### config.mk
export PLATFORM = sky130hd
export DESIGN_NAME = vram_cmd_ctrl
export DESIGN_NICKNAME = d
export VERILOG_FILES = /design/src/rtl/vram_cmd_pkg.sv /design/src/rtl/rx_byte_if.sv /design/src/rtl/vram_cmd_ctrl.sv
export SDC_FILE = /design/constraint.sdc
export NUM_CORES = 1
export LEC_CHECK = 0
export BUFFER_PORTS_ARGS = -buffer_cell sky130_fd_sc_hd__buf_2
export CAP_MARGIN = 20
export CORE_AREA = 8 8 99 101
export CTS_CLUSTER_DIAMETER = 60
export DETAILED_ROUTE_END_ITERATION = 8
export DIE_AREA = 0 0 107 109
export GPL_ROUTABILITY_DRIVEN = 0
export HOLD_SLACK_MARGIN = 0.12
export PLACE_DENSITY_LB_ADDON = 0.1
export SETUP_SLACK_MARGIN = 0.2
export SYNTH_ARGS = -nofsm -noshare
export SYNTH_HDL_FRONTEND = slang
export SYNTH_SLANG_ARGS = --single-unit
export TNS_END_PERCENT = 50
### constraint.sdc
create_clock -name clk10m -period 2.47 [get_ports clk10m]
set_input_delay 0.3705 -clock clk10m [delete_from_list [all_inputs] [get_ports clk10m]]
set_output_delay 0.3705 -clock clk10m [all_outputs]
set_load 0.05 [all_outputs]
### src/rtl/vram_cmd_pkg.sv
// Shared constants and the parser state encoding for the VRAM command sequencer.
package vram_cmd_pkg;

   localparam int DEF_ADDR_W     = 15;
   localparam int DEF_VRAM_DEPTH = 22500;

   localparam logic [7:0] OP_SET_ADDR = 8'hA0;
   localparam logic [7:0] OP_WRITE    = 8'hA1;
   localparam logic [7:0] OP_FILL     = 8'hA2;
   localparam logic [7:0] OP_MODE     = 8'hA3;

   localparam logic [2:0] MODE_DISABLED = 3'd0;
   localparam logic [2:0] MODE_TEXT     = 3'd1;
   localparam logic [2:0] MODE_GFX6     = 3'd2;
   localparam logic [2:0] MODE_GFX4     = 3'd3;
   localparam logic [2:0] MODE_GFX2     = 3'd4;
   localparam logic [2:0] MODE_TILED    = 3'd5;

   typedef enum logic [3:0] {
      S_IDLE,
      S_ADDR_HI,
      S_ADDR_LO,
      S_WR_LEN,
      S_WR_DATA,
      S_FILL_VAL,
      S_FILL_HI,
      S_FILL_LO,
      S_FILL_RUN,
      S_MODE_ARG
   } state_e;

endpackage

### src/rtl/rx_byte_if.sv
// uart_rx handshake: turns the level-held rx_ready into exactly one
// single-cycle byte_valid per received byte, and can be stalled.
module rx_byte_if (
   input  logic       clk,
   input  logic       rst_n,
   input  logic [7:0] rx_data,
   input  logic       rx_ready,
   input  logic       stall,
   output logic       rx_ack,
   output logic       byte_valid,
   output logic [7:0] byte_data
);

   logic ack_q;

   // A byte is taken only while no acknowledge is outstanding, so a held
   // rx_ready cannot be counted twice.
   assign byte_valid = rx_ready & ~ack_q & ~stall;
   assign byte_data  = rx_data;
   assign rx_ack     = ack_q;

   // Acknowledge rises after a consume and drops once rx_ready is seen low.
   always_ff @(posedge clk or negedge rst_n) begin
      if (!rst_n) begin
         ack_q <= 1'b0;
      end else if (byte_valid) begin
         ack_q <= 1'b1;
      end else if (!rx_ready) begin
         ack_q <= 1'b0;
      end
   end

endmodule

### src/rtl/vram_cmd_ctrl.sv
// Byte-stream command sequencer driving the VRAM user write port.
// Optional inter-byte timeout is enabled with `define VRAM_CMD_TIMEOUT_EN.
module vram_cmd_ctrl
   import vram_cmd_pkg::*;
#(
   parameter int         ADDR_W         = DEF_ADDR_W,
   parameter int         VRAM_DEPTH     = DEF_VRAM_DEPTH,
   parameter logic [2:0] MODE_RESET     = MODE_TEXT,
   parameter int         TIMEOUT_CYCLES = 100000
) (
   input  logic              clk10m,
   input  logic              rst_n,
   input  logic [7:0]        rx_data,
   input  logic              rx_ready,
   output logic              rx_ack,
   output logic [ADDR_W-1:0] vram_addr,
   output logic [7:0]        vram_data,
   output logic              vram_we,
   output logic [2:0]        mode,
   output logic              busy,
   output logic              cmd_err
);

   state_e            state_q;
   logic [ADDR_W-1:0] addr_q;
   logic [7:0]        data_q;
   logic              we_q;
   logic [2:0]        mode_q;
   logic              err_q;
   logic [6:0]        hi_q;
   logic [7:0]        fill_val_q;
   logic [7:0]        fill_hi_q;
   logic [15:0]       fill_cnt_q;
   logic [8:0]        remain_q;

   logic              byte_valid;
   logic [7:0]        byte_data;
   logic              stall;
   logic              timeout_hit;
   logic [ADDR_W-1:0] addr_inc_d;
   logic [14:0]       set_raw_d;
   logic [ADDR_W-1:0] set_addr_d;
   logic [15:0]       fill_cnt_d;

   // Bytes stay queued in uart_rx while a fill is running.
   assign stall = (state_q == S_FILL_RUN);

   rx_byte_if u_rx (
      .clk        (clk10m),
      .rst_n      (rst_n),
      .rx_data    (rx_data),
      .rx_ready   (rx_ready),
      .stall      (stall),
      .rx_ack     (rx_ack),
      .byte_valid (byte_valid),
      .byte_data  (byte_data)
   );

   assign addr_inc_d = (addr_q == ADDR_W'(VRAM_DEPTH - 1)) ? '0 : addr_q + 1'b1;
   assign set_raw_d  = {hi_q, byte_data};
   assign set_addr_d = (int'(set_raw_d) >= VRAM_DEPTH) ? '0 : ADDR_W'(set_raw_d);
   assign fill_cnt_d = {fill_hi_q, byte_data};

`ifdef VRAM_CMD_TIMEOUT_EN
   localparam int TO_W = $clog2(TIMEOUT_CYCLES);
   logic [TO_W-1:0] to_cnt_q;

   assign timeout_hit = (state_q != S_IDLE) && (state_q != S_FILL_RUN) && !byte_valid &&
                        (to_cnt_q == TO_W'(TIMEOUT_CYCLES - 1));

   // Inter-byte watchdog, only counting while a command is half received.
   always_ff @(posedge clk10m or negedge rst_n) begin
      if (!rst_n) begin
         to_cnt_q <= '0;
      end else if (byte_valid || timeout_hit || state_q == S_IDLE || state_q == S_FILL_RUN) begin
         to_cnt_q <= '0;
      end else begin
         to_cnt_q <= to_cnt_q + 1'b1;
      end
   end
`else
   // No watchdog: TIMEOUT_CYCLES is positive, so this is constant low.
   assign timeout_hit = (TIMEOUT_CYCLES < 0);
`endif

   // Parser FSM with registered write port, mode and error outputs.
   always_ff @(posedge clk10m or negedge rst_n) begin
      if (!rst_n) begin
         state_q    <= S_IDLE;
         addr_q     <= '0;
         data_q     <= '0;
         we_q       <= 1'b0;
         mode_q     <= MODE_RESET;
         err_q      <= 1'b0;
         hi_q       <= '0;
         fill_val_q <= '0;
         fill_hi_q  <= '0;
         fill_cnt_q <= '0;
         remain_q   <= '0;
      end else begin
         we_q  <= 1'b0;
         err_q <= 1'b0;
         // Post-increment: the address advances the cycle after each write.
         if (we_q) begin
            addr_q <= addr_inc_d;
         end
         if (timeout_hit) begin
            state_q <= S_IDLE;
            err_q   <= 1'b1;
         end else begin
            case (state_q)
               S_IDLE: begin
                  if (byte_valid) begin
                     case (byte_data)
                        OP_SET_ADDR: state_q <= S_ADDR_HI;
                        OP_WRITE:    state_q <= S_WR_LEN;
                        OP_FILL:     state_q <= S_FILL_VAL;
                        OP_MODE:     state_q <= S_MODE_ARG;
                        default:     err_q   <= 1'b1;
                     endcase
                  end
               end
               S_ADDR_HI: begin
                  if (byte_valid) begin
                     hi_q    <= byte_data[6:0];
                     state_q <= S_ADDR_LO;
                  end
               end
               S_ADDR_LO: begin
                  if (byte_valid) begin
                     addr_q  <= set_addr_d;
                     state_q <= S_IDLE;
                  end
               end
               S_WR_LEN: begin
                  if (byte_valid) begin
                     remain_q <= {1'b0, byte_data} + 9'd1;
                     state_q  <= S_WR_DATA;
                  end
               end
               S_WR_DATA: begin
                  if (byte_valid) begin
                     we_q     <= 1'b1;
                     data_q   <= byte_data;
                     remain_q <= remain_q - 9'd1;
                     if (remain_q == 9'd1) begin
                        state_q <= S_IDLE;
                     end
                  end
               end
               S_FILL_VAL: begin
                  if (byte_valid) begin
                     fill_val_q <= byte_data;
                     state_q    <= S_FILL_HI;
                  end
               end
               S_FILL_HI: begin
                  if (byte_valid) begin
                     fill_hi_q <= byte_data;
                     state_q   <= S_FILL_LO;
                  end
               end
               S_FILL_LO: begin
                  if (byte_valid) begin
                     if (fill_cnt_d == 16'd0) begin
                        state_q <= S_IDLE;
                     end else begin
                        fill_cnt_q <= fill_cnt_d;
                        we_q       <= 1'b1;
                        data_q     <= fill_val_q;
                        state_q    <= S_FILL_RUN;
                     end
                  end
               end
               S_FILL_RUN: begin
                  // we_q is already high for the current location; keep it
                  // up until the last one has been presented.
                  fill_cnt_q <= fill_cnt_q - 16'd1;
                  if (fill_cnt_q == 16'd1) begin
                     state_q <= S_IDLE;
                  end else begin
                     we_q <= 1'b1;
                  end
               end
               S_MODE_ARG: begin
                  if (byte_valid) begin
                     mode_q  <= byte_data[2:0];
                     state_q <= S_IDLE;
                  end
               end
               default: state_q <= S_IDLE;
            endcase
         end
      end
   end

   assign vram_addr = addr_q;
   assign vram_data = data_q;
   assign vram_we   = we_q;
   assign mode      = mode_q;
   assign busy      = (state_q != S_IDLE);
   assign cmd_err   = err_q;

endmodule
==> impl_metrics.yaml <==
synthesis:
  synth_area_mm2: 0.004423
  synth_fp_nets: 456
  syn-mean-instance-area_um2: 10.14
  synth.top_cells.by_area: "dfrtp_1 (45%), mux2_2 (9.9%), o21ai_0 (3.6%)"
  synth_top_cell_by_area: "dfrtp_1"
  synthesis.instances: 436
  synth_flop_cell: "dfrtp_1"
  synthDominantCellAreaShare: 0.4526
  async_flop_share: 1.000
  yosys_warnings: 0
  synth_edf_count: 0
  synth-seq-cells: 81
  number_of_distinct_library_cells_after_synthesis: 62
  synth_sequential_area_ratio: 0.4586
power:
  power.density_cell_area_mw_per_mm2: 1206
  irDropWorstVdd_mv: 0.6575
  static_leakage_nw: 2.199
floorplanning:
  die_w_um: 107
  die_outline_area_mm2: 0.01166
  num_rows: 34
  die_h_um: 109
  coreArea_mm2: 0.008381
  start_util: 0.5278
  pin_count: 41
timing:
  timing.clock.skew_ns: 0.01424
  finalCritPeriodShare: 0.8520
  fmax_mhz: 475.2
  setup_repair_after_global_routing_missed_its_margin: "no"
  worst-slew-pin-transition_ns: 0.5270
  setup_violations: 0
  max_slew_margin: 0.6487
  timing.setup.tns_ns: 0
  drv_slew: 0
  worst_hold_margin_ns: 0.2346
  total_count_of_hold_check_failures_in_the_final_report: 0
  finalWorstPathRequiredPeriod_ns: 2.105
detailed_routing:
  avgViaCountPerCell: 5.958
  num_vias: 3569
  route.detailed.drc: 0
  routed_wirelength_mm: 10.89
  route.antenna.remaining_nets: 0
  post_drt_wl_per_cell_um: 18.19
  detail_route.first_pass.iterations: 4
  drt_iter0_drc: 137
grt:
  global_route_overflow: 0
  grt_pass1_vias: 3549
  grtUsageTotal: 0.1971
  grt_start_max_net_pins: 43
  grt_first_pass_wirelength_mm: 18.15
  grt_antenna_before_repair: 0
setup_path:
  worstSetupPathType: "reg2reg"
  crit_arrival_ns: 2.37
  timing.critical_path.cells: "or4b_1 -> or2_1 -> nor2_4 -> a211oi_1 -> a311oi_2"
  max_stage_delay_ns: 0.62
  path_delay_family: "simple AND/OR/NAND/NOR gates"
  critPathLaunchType: "flop"
  end_kind: "flop"
  worst_ep_required_time_ns: 2.73
  slowest_stage: "or4b_1"
  worstPathBufferInverterCount: 0
  crit_fanout: 15
  reg2reg_slack_ns: 0.37
clock_tree:
  post_cts_resized: 0
  cts_made_buffers: 9
  worst_setup_hold_path_clk_slew_ns: 0.09
  clk_latency_ns: 0.36
  clock_tree.htree_level_count: 3
  clockBufferDepth: 2
  clockRootBuffer: "clkbuf_8"
  cts_sinks: 81
  clock_tree_from_tritoncts: "done"
finish:
  post_route_cells_drive_above_1_share: 0.2607
  design.final.nets: 506
  design_area_mm2: 0.005066
  area.growth.synth_to_final_pct: 14.54
  mostFrequentLayoutCells: "dfrtp_1 (80), mux2_2 (39), buf_2 (39), nand2_1 (36), o21ai_0 (32)"
  commonest_non_fill_non_tap_cell_in_the_layout: "dfrtp_1"
  fillers: 706
  num_antenna_cells: 0
outcome:
  outcome: "completed"
hold_path:
  timing.hold.worst.class: "in2reg"
placed_design:
  placed_cell_area_mm2: 0.004831
  dpl_hpwl_mm: 7.777
  buffer_ports.inserted: 40
run:
  max-cap-violations: 0
## sequential cells by signal, summed over array words and instances (netlist names)
name / count
cmd_err: 1
fill_cnt_q: 16
fill_hi_q: 8
fill_val_q: 8
hi_q: 7
mode: 3
remain_q: 9
state_q: 4
u_rx.rx_ack: 1
vram_addr: 15
vram_data: 8
vram_we: 1
## report_power, final
part	switching (mW)	internal (mW)
Clock	0.528	0.582
Combinational	1.55	0.929
Sequential	0.646	1.87
Total	2.73	3.38
## worst paths after layout
| path | startpoint | endpoint | cells past startpoint |
|---|---|---|---|
| max in group asynchronous | rst_n | vram_addr[9] | 3 |
| min reg2reg | fill_val_q[0] | fill_val_q[0] | 2 |
| max | state_q[1] | fill_cnt_q[15] | 5 |
| max reg2reg | state_q[1] | fill_cnt_q[15] | 5 |
| min | rx_ready | u_rx.rx_ack | 2 |
| min in group asynchronous | rst_n | fill_hi_q[7] | 2 |
## final cells by class
class	instances	area, µm²	area share
sequential	81	2028	0.4003
timing repair buffer	64	397.9	0.07854
clock inverter	7	101.3	0.02000
multi-input combinational	319	2238	0.4418
tap	108	135.1	0.02667
inverter	11	41.29	0.008150
clock buffer	9	123.9	0.02445
## cell usage after synthesis, types with 8 or more instances
cell       instances
nor4_1             8
buf_2             11
a21oi_1           12
ha_1               9
nand2_1           36
xor2_1            12
dfrtp_1           80
clkbuf_1          12
mux2_2            39
o21ai_0           32
nor2_1            31
inv_1             11
nand3_1           16
o2bb2ai_1         12
nor3_1            14
## repair_timing
action / CTS / global route
hold buffers: 1 / 0
buffers inserted: 0 / 0
endpoints found under the hold margin: 38 / 0
## stage by stage
step	util	total power [mW]	std cells	worst slack, ns
floorplan	-	4.301	436	0.4135
global placement	0.5764	4.947	582	0.3408
detailed placement	0.5764	5.018	582	0.2975
CTS	0.6045	6.138	599	0.3618
global route	0.6045	6.512	599	0.2402
finish	0.6045	6.110	599	0.3654
## routing by layer
layer  track usage  vias up  part of all wire
li1              -     1717                 -
met4       0.06935        0             0.019
met1        0.2589     1747              0.45
met2        0.3113       88              0.48
met5             0        -                 0
met3       0.04905       17             0.050
## logic make-up (layout without fill, tap and decap cells)
logic type | Yosys count | after routing | synth area share
buffers and inverters | 36 | 91 | 0.03536
muxes | 40 | 40 | 0.1016
xor gates and xnor gates | 19 | 19 | 0.03762
AOI/OAI and AO/OA | 98 | 98 | 0.1533
adders and majority gates | 9 | 9 | 0.02546
and+or+nand+nor | 153 | 153 | 0.1881
DFF | 81 | 81 | 0.4586
Note: power is estimated with default switching activity, not from simulation.
